[src/rtl/vid_timing_gen.sv]
// vid_timing_gen: raster timing generator with built-in test patterns.
// Free-running pixel/line counters drive registered sync, data-enable and
// pixel outputs, all delayed by exactly one clock from the counters.
// Optional feature: define BOUNCE_BOX_EN to overlay a 64x64 white box that
// moves diagonally by 2 px per frame and bounces off the active-area edges.
module vid_timing_gen #(
  parameter int          H_ACTIVE  = 1920,
  parameter int          H_FP      = 88,
  parameter int          H_SYNC    = 44,
  parameter int          H_BP      = 148,
  parameter int          V_ACTIVE  = 1080,
  parameter int          V_FP      = 4,
  parameter int          V_SYNC    = 5,
  parameter int          V_BP      = 36,
  parameter logic [23:0] SOLID_RGB = 24'h808080
) (
  input  logic        clk,
  input  logic        n_rst,
  input  logic        en,
  input  logic [1:0]  pattern_sel,
  output logic [23:0] o_vid_data,
  output logic        o_vid_hsync,
  output logic        o_vid_vsync,
  output logic        o_vid_VDE,
  output logic        o_frame_start,
  output logic [11:0] o_hcount,
  output logic [10:0] o_vcount
);

  localparam int H_TOTAL = H_ACTIVE + H_FP + H_SYNC + H_BP;
  localparam int V_TOTAL = V_ACTIVE + V_FP + V_SYNC + V_BP;
  localparam int BAR_W   = H_ACTIVE / 8;

  localparam logic [11:0] H_LAST = 12'(H_TOTAL - 1);
  localparam logic [11:0] H_ACT  = 12'(H_ACTIVE);
  localparam logic [11:0] HS_BEG = 12'(H_ACTIVE + H_FP);
  localparam logic [11:0] HS_END = 12'(H_ACTIVE + H_FP + H_SYNC - 1);
  localparam logic [10:0] V_LAST = 11'(V_TOTAL - 1);
  localparam logic [10:0] V_ACT  = 11'(V_ACTIVE);
  localparam logic [10:0] VS_BEG = 11'(V_ACTIVE + V_FP);
  localparam logic [10:0] VS_END = 11'(V_ACTIVE + V_FP + V_SYNC - 1);

  // Colour-bar index of a pixel column: number of bar boundaries passed.
  function automatic logic [2:0] bar_index(input logic [11:0] h);
    logic [2:0] idx;
    idx = 3'd0;
    for (int i = 1; i < 8; i++) begin
      if (32'(h) >= 32'(i * BAR_W)) begin
        idx = 3'(i);
      end else begin
        idx = idx;
      end
    end
    return idx;
  endfunction

  // Bar colours, packed as {red, blue, green}.
  function automatic logic [23:0] bar_colour(input logic [2:0] idx);
    logic [23:0] c;
    case (idx)
      3'd0:    c = 24'hFFFFFF; // white
      3'd1:    c = 24'hFF00FF; // yellow
      3'd2:    c = 24'h00FFFF; // cyan
      3'd3:    c = 24'h0000FF; // green
      3'd4:    c = 24'hFFFF00; // magenta
      3'd5:    c = 24'hFF0000; // red
      3'd6:    c = 24'h00FF00; // blue
      default: c = 24'h000000; // black
    endcase
    return c;
  endfunction

  logic [11:0] hcount_q, hcount_d;
  logic [10:0] vcount_q, vcount_d;
  logic [1:0]  pat_q, pat_d;
  logic [23:0] vid_data_q, vid_data_d;
  logic        hsync_q, hsync_d;
  logic        vsync_q, vsync_d;
  logic        vde_q, vde_d;
  logic        frame_start_q, frame_start_d;
  logic [11:0] out_hcount_q, out_hcount_d;
  logic [10:0] out_vcount_q, out_vcount_d;

  logic        frame_top_s;
  logic        active_s;
  logic [1:0]  pat_eff_s;
  logic [23:0] pix_s;
  logic        in_box_s;

  // First pixel of a frame: the moment pattern and box position are sampled.
  assign frame_top_s = (hcount_q == 12'd0) && (vcount_q == 11'd0);
  assign active_s    = (hcount_q < H_ACT) && (vcount_q < V_ACT);
  // A newly selected pattern applies from the very first pixel of its frame.
  assign pat_eff_s   = frame_top_s ? pattern_sel : pat_q;

`ifdef BOUNCE_BOX_EN
  localparam logic [11:0] BX_MAX = 12'(H_ACTIVE - 64);
  localparam logic [11:0] BY_MAX = 12'(V_ACTIVE - 64);

  // One 2-px step on an axis; returns {moving_negative, position}, clamping
  // and reversing when the step would leave [0, lim].
  function automatic logic [12:0] step_axis(input logic [11:0] pos,
                                            input logic        neg,
                                            input logic [11:0] lim);
    logic [12:0] r;
    if (!neg) begin
      if ((pos + 12'd2) > lim) r = {1'b1, lim};
      else                     r = {1'b0, pos + 12'd2};
    end else begin
      if (pos < 12'd2) r = {1'b0, 12'd0};
      else             r = {1'b1, pos - 12'd2};
    end
    return r;
  endfunction

  // bx/by hold the position for the next frame; cur_* the one on screen.
  logic [11:0] bx_q, bx_d, by_q, by_d;
  logic [11:0] cur_bx_q, cur_bx_d, cur_by_q, cur_by_d;
  logic        bx_neg_q, bx_neg_d, by_neg_q, by_neg_d;
  logic [11:0] show_bx_s, show_by_s;

  // Advance the box once per frame and decide whether this pixel is inside it.
  always_comb begin
    bx_d     = bx_q;
    by_d     = by_q;
    bx_neg_d = bx_neg_q;
    by_neg_d = by_neg_q;
    cur_bx_d = cur_bx_q;
    cur_by_d = cur_by_q;
    if (en && frame_top_s) begin
      cur_bx_d             = bx_q;
      cur_by_d             = by_q;
      {bx_neg_d, bx_d}     = step_axis(bx_q, bx_neg_q, BX_MAX);
      {by_neg_d, by_d}     = step_axis(by_q, by_neg_q, BY_MAX);
    end else begin
      cur_bx_d = cur_bx_q;
      cur_by_d = cur_by_q;
    end
    show_bx_s = frame_top_s ? bx_q : cur_bx_q;
    show_by_s = frame_top_s ? by_q : cur_by_q;
    in_box_s  = active_s &&
                ({1'b0, hcount_q} >= {1'b0, show_bx_s}) &&
                ({1'b0, hcount_q} <  ({1'b0, show_bx_s} + 13'd64)) &&
                ({2'b00, vcount_q} >= {1'b0, show_by_s}) &&
                ({2'b00, vcount_q} <  ({1'b0, show_by_s} + 13'd64));
  end

  // Box position and direction registers.
  always_ff @(posedge clk) begin
    if (!n_rst) begin
      bx_q     <= 12'd0;
      by_q     <= 12'd0;
      cur_bx_q <= 12'd0;
      cur_by_q <= 12'd0;
      bx_neg_q <= 1'b0;
      by_neg_q <= 1'b0;
    end else begin
      bx_q     <= bx_d;
      by_q     <= by_d;
      cur_bx_q <= cur_bx_d;
      cur_by_q <= cur_by_d;
      bx_neg_q <= bx_neg_d;
      by_neg_q <= by_neg_d;
    end
  end
`else
  assign in_box_s = 1'b0;
`endif

  // Pixel colour for the current counter position, box overriding the pattern.
  always_comb begin
    pix_s = 24'h000000;
    case (pat_eff_s)
      2'd0:    pix_s = bar_colour(bar_index(hcount_q));
      2'd1:    pix_s = {3{hcount_q[10:3]}};
      2'd2:    pix_s = (hcount_q[6] ^ vcount_q[6]) ? 24'hFFFFFF : 24'h000000;
      default: pix_s = SOLID_RGB;
    endcase
    if (in_box_s) begin
      pix_s = 24'hFFFFFF;
    end else begin
      pix_s = pix_s;
    end
  end

  // Counter advance and next-cycle output values; disabled means parked at 0,0.
  always_comb begin
    hcount_d      = hcount_q;
    vcount_d      = vcount_q;
    pat_d         = pat_q;
    vid_data_d    = 24'h000000;
    hsync_d       = 1'b0;
    vsync_d       = 1'b0;
    vde_d         = 1'b0;
    frame_start_d = 1'b0;
    out_hcount_d  = 12'd0;
    out_vcount_d  = 11'd0;
    if (en) begin
      pat_d = pat_eff_s;
      if (hcount_q == H_LAST) begin
        hcount_d = 12'd0;
        vcount_d = (vcount_q == V_LAST) ? 11'd0 : vcount_q + 11'd1;
      end else begin
        hcount_d = hcount_q + 12'd1;
        vcount_d = vcount_q;
      end
      out_hcount_d  = hcount_q;
      out_vcount_d  = vcount_q;
      hsync_d       = (hcount_q >= HS_BEG) && (hcount_q <= HS_END);
      vsync_d       = (vcount_q >= VS_BEG) && (vcount_q <= VS_END);
      vde_d         = active_s;
      vid_data_d    = active_s ? pix_s : 24'h000000;
      frame_start_d = frame_top_s;
    end else begin
      hcount_d = 12'd0;
      vcount_d = 11'd0;
    end
  end

  // Counter, latched pattern and output registers.
  always_ff @(posedge clk) begin
    if (!n_rst) begin
      hcount_q      <= 12'd0;
      vcount_q      <= 11'd0;
      pat_q         <= 2'd0;
      vid_data_q    <= 24'h000000;
      hsync_q       <= 1'b0;
      vsync_q       <= 1'b0;
      vde_q         <= 1'b0;
      frame_start_q <= 1'b0;
      out_hcount_q  <= 12'd0;
      out_vcount_q  <= 11'd0;
    end else begin
      hcount_q      <= hcount_d;
      vcount_q      <= vcount_d;
      pat_q         <= pat_d;
      vid_data_q    <= vid_data_d;
      hsync_q       <= hsync_d;
      vsync_q       <= vsync_d;
      vde_q         <= vde_d;
      frame_start_q <= frame_start_d;
      out_hcount_q  <= out_hcount_d;
      out_vcount_q  <= out_vcount_d;
    end
  end

  assign o_vid_data    = vid_data_q;
  assign o_vid_hsync   = hsync_q;
  assign o_vid_vsync   = vsync_q;
  assign o_vid_VDE     = vde_q;
  assign o_frame_start = frame_start_q;
  assign o_hcount      = out_hcount_q;
  assign o_vcount      = out_vcount_q;

endmodule

[config.mk]
export PLATFORM = sky130hd
export DESIGN_NAME = vid_timing_gen
export DESIGN_NICKNAME = d
export VERILOG_FILES = /design/src/rtl/vid_timing_gen.sv
export SDC_FILE = /design/constraint.sdc
export NUM_CORES = 1
export LEC_CHECK = 0
export CAP_MARGIN = 15
export CORE_ASPECT_RATIO = 1.1
export CORE_MARGIN = 2
export CORE_UTILIZATION = 25
export DETAILED_ROUTE_END_ITERATION = 16
export PLACE_DENSITY = 0.42
export RECOVER_POWER = 50
export SLEW_MARGIN = 20
export SYNTH_ARGS = -nofsm -noshare
export SYNTH_HDL_FRONTEND = slang
export SYNTH_SLANG_ARGS = --single-unit
[constraint.sdc]
create_clock -name clk -period 3.1 [get_ports clk]
set_input_delay 0.31 -clock clk [delete_from_list [all_inputs] [get_ports clk]]
set_output_delay 0.31 -clock clk [all_outputs]
set_load 0.03 [all_outputs]
# After elaboration in Yosys (flattened, before gate mapping)
# Index checks and enable logic that the tools add are counted.
dict set report totals {
  reg_bits 76
  input_bits 5
  output_inout_bits 51
}
dict set report classes {
  n_addsub 2
  order_cmp 13
  eq_ne 10
  muxes 13
  bitwise_logic 3
  reduce_logical 11
}
# cell count
set op_table {}
lappend op_table {{case mux 24 bit (7 select lines)} 1}
lappend op_table {{case mux 24 bit (3 select lines)} 1}
lappend op_table {{>= comparator 12 x 11 -> 1 bit (second input constant)} 4}
lappend op_table {{>= comparator 12 x 10 -> 1 bit (second input constant)} 2}
lappend op_table {{two-way mux 24 bit} 1}
lappend op_table {{two-way mux 3 bit} 7}
lappend op_table {{adder 12 x 1 -> 12 bit (second input constant)} 1}
lappend op_table {{== test 12 bit (second input constant)} 1}
lappend op_table {{>= comparator 12 x 8 -> 1 bit (second input constant)} 1}
lappend op_table {{>= comparator 12 x 9 -> 1 bit (second input constant)} 1}
lappend op_table {{less-or-equal comparator 12 bit (second input constant)} 1}
lappend op_table {{zero test 12 bit} 1}
lappend op_table {{less-than comparator 12 x 11 -> 1 bit (second input constant)} 1}
lappend op_table {{adder 11 x 1 -> 11 bit (second input constant)} 1}
lappend op_table {{== test 11 bit (second input constant)} 1}
lappend op_table {{>= comparator 11 bit (second input constant)} 1}
lappend op_table {{less-or-equal comparator 11 bit (second input constant)} 1}
lappend op_table {{zero test 11 bit} 1}
lappend op_table {{less-than comparator 11 bit (second input constant)} 1}
lappend op_table {{two-way mux 11 bit} 1}
lappend op_table {{== test 3 bit (second input constant)} 3}
lappend op_table {{== test 3 x 2 -> 1 bit (second input constant)} 2}
lappend op_table {{logical AND 1 bit} 4}
lappend op_table {{== test 3 x 1 -> 1 bit (second input constant)} 1}
lappend op_table {{other kinds (11)} 12}

# Logic depth before layout (Yosys ltp)
# Gate-level depths: netlist of the first run.
dict set report logic_depth {
  ltp_word 12
  mapped_depth 9
}

# Worst setup path before layout of the first run
# No wires, ideal clock.
dict set report synth_path {
  kind {flip-flop to flip-flop}
  start {register hcount_q[11]}
  end {register vcount_q[8]}
  setup_ns 0.125
  t_arrival_ns 2.093
  required_ns 2.975
  setup_slack_ns 0.882
  stages_incl_launch_ff 8
  n_path_buf 2
  period_less_slack_ns 2.218
  path_cell_list {dfxtp_1 -> buf_4 -> or4b_1 -> or4_1 -> buf_2 -> or4_4 -> xor2_1 -> nor2_2}
}
dict set report synth_via {
  elab_chain_cells 1
}
# element line_no
set synth_lines {}
lappend synth_lines {{start: declaration} 73} ;# logic [11:0] hcount_q, hcount_d;
lappend synth_lines {{start signal: assignment} 234} ;# hcount_q <= hcount_d;
lappend synth_lines {{== test 12 bit} 200} ;# if (hcount_q == H_LAST) begin
lappend synth_lines {{end signal: assignment} 235} ;# vcount_q <= vcount_d;
lappend synth_lines {{end: declaration} 74} ;# logic [10:0] vcount_q, vcount_d;
# No other way between the ends.
# A chain may end at the register's enable or synchronous reset.

# Worst setup path in the final report of the first run
dict set report layout_path {
  start {register hcount_q[9]}
  end {register vcount_q[8]}
}
# Same word-level chain as after synthesis.

==> impl_metrics.py, run 1 <==
metrics = {
    "pwr": {
        "comb_power_share": 0.072,
        "power_leakage_uw": 0.00158,
        "p_sw_frac": 0.227,
        "p_int_uw": 1630,
        "seq_power_share": 0.478,
        "switchingPower_uw": 478,
        "p_clk_frac": 0.451,
        "cellPowerDensity_nw_per_um2": 532,
        "vdd_drop_max_mv": 0.193,
    },
    "floorplan": {
        "die_y_um": 117,
        "initial_core_util": 0.255,
        "ios": 56,
        "core_region_area_um2": 11400,
        "dieArea_um2": 12600,
        "core.rowCount": 41,
        "die_w_um": 107,
    },
    "sta": {
        "rsz0062_at_grt": "no",
        "setup_violations": 0,
        "finalCritPeriodShare": 0.826,
        "fmax_mhz": 390,
        "whs_ns": 0.477,
        "finClkSkew_ns": 0.00826,
        "finalHoldViolations": 0,
        "relSlewSlack": 0.496,
        "tightest_slew_ns": 0.751,
        "maxSlewViolCount": 0,
        "finalCriticalPeriod_ns": 2.56,
        "fin_tns_setup_ns": 0,
    },
    "critical_path": {
        "cp-end-kind": "flop",
        "cp.depth": 5,
        "crit_type": "flop to flop",
        "crit_path_max_fanout": 13,
        "critPathLaunchType": "flop",
        "max_stage_delay_ns": 0.64,
        "rr_worst_depth": 5,
        "cp_num_buf_inv": 0,
        "critPathTopFamily": "simple AND/OR/NAND/NOR gates",
        "worstReg2RegEnd": "vcount_q[8]",
        "rr_startpoint": "hcount_q[9]",
        "crit_required_ns": 3.32,
        "path_cells": "or4b_1, or4_1, or4_4, xor2_1, nor2_2",
        "regToRegSetupSlack_ns": 0.54,
        "cp.arrival_ns": 2.78,
        "slowest_stage": "or4b_1",
    },
    "yosys": {
        "synth_cell_type_count": 44,
        "synth_area_per_cell_um2": 9.08,
        "ys_seq_area_frac": 0.521,
        "synth_nets": 331,
        "yosysTopAreaCell": "dfxtp_1",
        "yosys.area.top_type_share": 0.521,
        "syn_area_um2": 2920,
        "synth_cells": 322,
        "synth_seq_cells": 76,
        "yosys-top-cells-area": "dfxtp_1 (52%), nor2_1 (5.1%), a21oi_1 (4.5%)",
        "yosys_warnings": 0,
    },
    "cts": {
        "path_clk_slew_ns": 0.06,
        "cts.root.buffer_cell": "clkbuf_16",
        "post-cts-setup-buffers": 0,
        "clock_path_buffers": 2,
        "cts_inserted_buffers": 9,
        "cts-hold-fix-buffers": 0,
        "cts_htree_levels": 3,
        "cts_resized": 0,
        "clock_sinks": 76,
        "clock_latency_ns": 0.33,
        "cts_tree": "done",
    },
    "hold_path": {
        "holdPathStages": 1,
        "hold_path.class": "flop to flop",
        "worst_hold_path.endpoint": "hcount_q[0]",
        "hold_start": "hcount_q[0]",
    },
    "global_route": {
        "grt_overflow": 0,
        "grt_pass1_wl_mm": 12.9,
        "grt_max_degree": 22,
        "antenna_found_initial": 0,
        "grtUsageTotal": 0.132,
        "grt_pass1_vias": 2410,
    },
    "route": {
        "first_pass_iters": 4,
        "drt_iter0_drc": 65,
        "ant_nets": 0,
        "drc": 0,
        "routed-via-count": 2450,
        "post_drt_wl_per_cell_um": 14.3,
        "finalWirelength_mm": 7.70,
        "viasPerCell": 4.55,
    },
    "finish": {
        "nNetsFinal": 393,
        "drive_gt1_frac": 0.0851,
        "antennaDiodeCount": 0,
        "area_delta_synth_final_pct": 35.5,
    },
    "placement": {
        "routabilityCongestion": 0.771,
        "hpwlAfterDp_mm": 5.55,
        "port_buffers": 55,
    },
    "flow_run": {
        "max_cap_viol_count": 0,
    },
    "run_status": {
        "status": "finished, final reports clean",
    },
}
[worst max path at each step]
stage | from | endpoint
after detailed placement | hcount_q[9] | vcount_q[8]
after CTS | vcount_q[0] | o_vid_data[16]
after global placement | hcount_q[9] | vcount_q[8]
after floorplan | hcount_q[11] | vcount_q[8]
after global routing | hcount_q[0] | o_vid_data[3]
final | hcount_q[9] | vcount_q[8]
[cell families (layout without fill, tap and decap cells)]
| family | after synthesis | after routing | synth area share |
|---|---|---|---|
| buffers and inverters | 30 | 96 | 0.0402 |
| adder cells (fa/ha/maj) | 4 | 4 | 0.0171 |
| AO/OA/AOI/OAI | 52 | 52 | 0.101 |
| AND/OR/NAND/NOR | 136 | 136 | 0.247 |
| XOR/XNOR | 21 | 21 | 0.0629 |
| flip-flops | 76 | 76 | 0.521 |
| multiplexers | 3 | 3 | 0.0103 |
[synth_stat cells, drive strengths merged]
master / n
dfxtp: 76
nor2: 41
a21oi: 26
and3: 19
nand2: 16
clkbuf: 15
xnor2: 14
inv: 12
o21ai: 12
nand4: 11
nor3: 11
nand3: 10
xor2: 7
or4: 6
ha: 4
nor2b: 4
o211ai: 4
buf: 3
mux2i: 3
nor4: 3
nor4b: 3
or2: 3
a21boi: 2
nor3b: 2
or3: 2
or4b: 2
a211o: 1
a211oi: 1
a21o: 1
a31oi: 1
and4: 1
nand2b: 1
nand3b: 1
o21bai: 1
o22ai: 1
o2bb2ai: 1
o311ai: 1
[flip-flops by register name, summed over array words and instances (netlist names)]
name	cells
vcount_q	11
o_vcount	11
hcount_q	12
o_hcount	12
o_vid_vsync	1
o_vid_data	24
o_vid_VDE	1
o_vid_hsync	1
pat_q	2
o_frame_start	1
[worst reg2reg max path, delay by kind of cell (launching register included)]
family	cells	cell delay (ns)
simple gates	4	1.80
flops	1	0.47
xor+xnor	1	0.18
[layer usage]
layer / vias to the layer above / global-route usage / share of wire
met5: - / 0 / 0
met4: 0 / 0.0463 / 0.010
met3: 5 / 0.0328 / 0.039
met2: 50 / 0.193 / 0.44
met1: 1155 / 0.188 / 0.51
li1: 1240 / - / -
[power groups by stage]
stage               registers [uW]  logic, uW  clock network (uW)
finish                        1010        151                 949
global route                  1010        165                1030
CTS                           1010        160                 982
detailed placement            1030        159                   0
global placement              1030        160                   0
floorplan                     1060       53.4                   0
[cell type report]
cell class / instances / area [um2]
Sequential cell: 76 / 1520
Tap cell: 150 / 188
Timing Repair Buffer: 69 / 644
Multi-Input combinational cell: 216 / 1280
Fill cell: 1178 / 7480
Clock buffer: 11 / 253
Clock inverter: 4 / 25.0
Inverter: 12 / 45.0
[per-stage QoR]
step / cell area (um2) / utilization / total power [uW] / cells / setup WS (ns)
CTS: 3970 / 0.347 / 2150 / 538 / 0.532
global placement: 3690 / 0.323 / 1190 / 523 / 0.547
floorplan: 2920 / - / 1120 / 322 / 0.882
finish: 3960 / 0.346 / 2110 / 538 / 0.539
detailed placement: 3690 / 0.323 / 1190 / 523 / 0.547
global route: 3960 / 0.346 / 2200 / 538 / 0.248
[layout by cell type (no fill, tap or decap), types with 10 or more instances in the layout]
cell type / instances
a21oi_1: 26
and3_1: 19
buf_4: 11
clkdlybuf4s50_1: 15
dfxtp_1: 76
dlygate4sd3_1: 40
inv_1: 12
nand2_1: 16
nand3_1: 10
nand4_1: 11
nor2_1: 40
nor3_1: 11
o21ai_0: 11
xnor2_1: 14
Note: power is estimated with default switching activity, not from simulation.
==> run 2, diff against run 1 <==
==> constraint.sdc (replaced) <==
create_clock -name clk -period 2.4 [get_ports clk]
set_input_delay 0.24 -clock clk [delete_from_list [all_inputs] [get_ports clk]]
set_output_delay 0.24 -clock clk [all_outputs]
set_load 0.03 [all_outputs]
==> run 2 against run 1 <==
Net effect: flip-flop and latch count stayed put; critical path depth stayed put; routed wire length grew 0.83%; sequential share of layout area down 1.4 points; critical endpoint unchanged; critical path type unchanged; count of clock-buffer cells in the layout grew 1.
==> impl_metrics.py, run 2 (synthesized netlist as in run 1, its figures left out) <==
metrics = {
    "pwr": {
        "cellPowerDensity_nw_per_um2": 694,
        "finalPower_uw": 2850,
        "vdd_drop_max_mv": 0.243,
        "power_leakage_uw": 0.00167,
    },
    "critical_path": {
        "cp.arrival_ns": 2.40,
        "critPathLaunchType": "flop",
        "cp_num_buf_inv": 0,
        "crit_required_ns": 2.62,
        "crit_type": "flop to flop",
        "crit_path_max_fanout": 3,
        "cp-end-kind": "flop",
        "critPathTopFamily": "simple AND/OR/NAND/NOR gates",
        "slowest_stage": "or4b_1",
        "max_stage_delay_ns": 0.57,
        "path_cells": "or4b_1, or4_1, or4_4, xor2_1, nor2_2",
    },
    "route": {
        "routed-via-count": 2482,
        "post_drt_wl_per_cell_um": 14.1,
        "drt_iter0_drc": 70,
        "ant_nets": 0,
        "viasPerCell": 4.50,
        "first_pass_iters": 4,
        "drc": 0,
        "finalWirelength_mm": 7.76,
    },
    "cts": {
        "cts.root.buffer_cell": "clkbuf_16",
        "clock_path_buffers": 2,
        "cts-hold-fix-buffers": 0,
        "path_clk_slew_ns": 0.06,
        "cts_inserted_buffers": 9,
        "cts_resized": 0,
        "cts_tree": "done",
        "post-cts-setup-buffers": 0,
        "clock_latency_ns": 0.33,
        "clock_sinks": 76,
        "cts_htree_levels": 3,
    },
    "finish": {
        "largest_reg_flops": 24,
        "finalNonFillerCells": 552,
        "drive_gt1_frac": 0.127,
        "area_delta_synth_final_pct": 40.6,
        "nNetsFinal": 406,
        "antennaDiodeCount": 0,
        "mostFrequentLayoutCells": "dfxtp_1 (76), nor2_1 (40), dlygate4sd3_1 (40)",
        "layout_commonest_cell": "dfxtp_1",
        "fin_area_um2": 4110,
    },
    "run_status": {
        "status": "finished, final reports clean",
    },
    "placement": {
        "place_ws_ns": 0.0192,
        "hpwlAfterDp_mm": 5.76,
        "placedCellCount": 536,
        "placed_area_um2": 3790,
        "routabilityCongestion": 0.807,
        "port_buffers": 55,
    },
    "sta": {
        "fmax_mhz": 459,
        "finClkSkew_ns": 0.00358,
        "finalCritPeriodShare": 0.908,
        "relSlewSlack": 0.620,
        "maxSlewViolCount": 0,
        "setup_ws_ns": 0.222,
        "fin_tns_setup_ns": 0,
        "rsz0062_at_grt": "no",
        "finalHoldViolations": 0,
        "finalCriticalPeriod_ns": 2.18,
        "setup_violations": 0,
        "tightest_slew_ns": 0.570,
    },
    "global_route": {
        "grtUsageTotal": 0.130,
        "grt_overflow": 0,
        "antenna_found_initial": 0,
        "grt_pass1_vias": 2477,
        "grt_max_degree": 22,
        "grt_pass1_wl_mm": 12.8,
    },
    "floorplan": {
        "ios": 56,
        "die_w_um": 107,
        "die_y_um": 117,
        "initial_core_util": 0.255,
        "dieArea_um2": 12600,
        "core_region_area_um2": 11400,
        "core.rowCount": 41,
    },
    "flow_run": {
        "max_cap_viol_count": 0,
    },
    "hold_path": {
        "hold_path.class": "flop to flop",
    },
}
[run 2: cell count changes in the layout (fill, tap and decap cells not counted), sizes merged]
| cell | change |
|---|---|
| bufinv | +1 |
| clkinvlp | -1 |
| buf | +14 |
[run 2: worst paths after layout]
kind / from / to / slack, ns / cells past startpoint
worst max-delay path: hcount_q[8] / vcount_q[8] / 0.22 / 5
worst min-delay path: hcount_q[0] / hcount_q[0] / 0.46 / 1
worst max register to register: hcount_q[8] / vcount_q[8] / 0.22 / 5
worst min register to register: hcount_q[0] / hcount_q[0] / 0.46 / 1
[run 2: area by class of cell]
type | count | area [um2]
flip-flops and latches | 76 | 1520
inverters | 12 | 45.0
fillers | 1153 | 7330
multi-input cells | 216 | 1310
repair buffers | 82 | 746
clock buffers | 12 | 256
well taps | 150 | 188
clock inverters | 4 | 47.5
[run 2: power by group]
part | switching (uW) | internal [uW] | total (uW)
Clock | 497 | 858 | 1350
Combinational | 127 | 73.1 | 200
Sequential | 10.1 | 1290 | 1300
Total | 634 | 2220 | 2850
[run 2: per-stage QoR]
stage,util,hold WS (ns)
floorplan,-,0.386
finish,0.359,0.461
detailed placement,0.331,0.452
global route,0.359,0.512
CTS,0.358,0.467
global placement,0.331,0.440
[run 2: routing by layer]
metal	vias up	share of wire	global-route usage
met1	1152	0.50	0.184
met4	0	0.015	0.0536
met3	7	0.044	0.0289
met5	-	0	0
li1	1267	-	-
met2	56	0.44	0.190
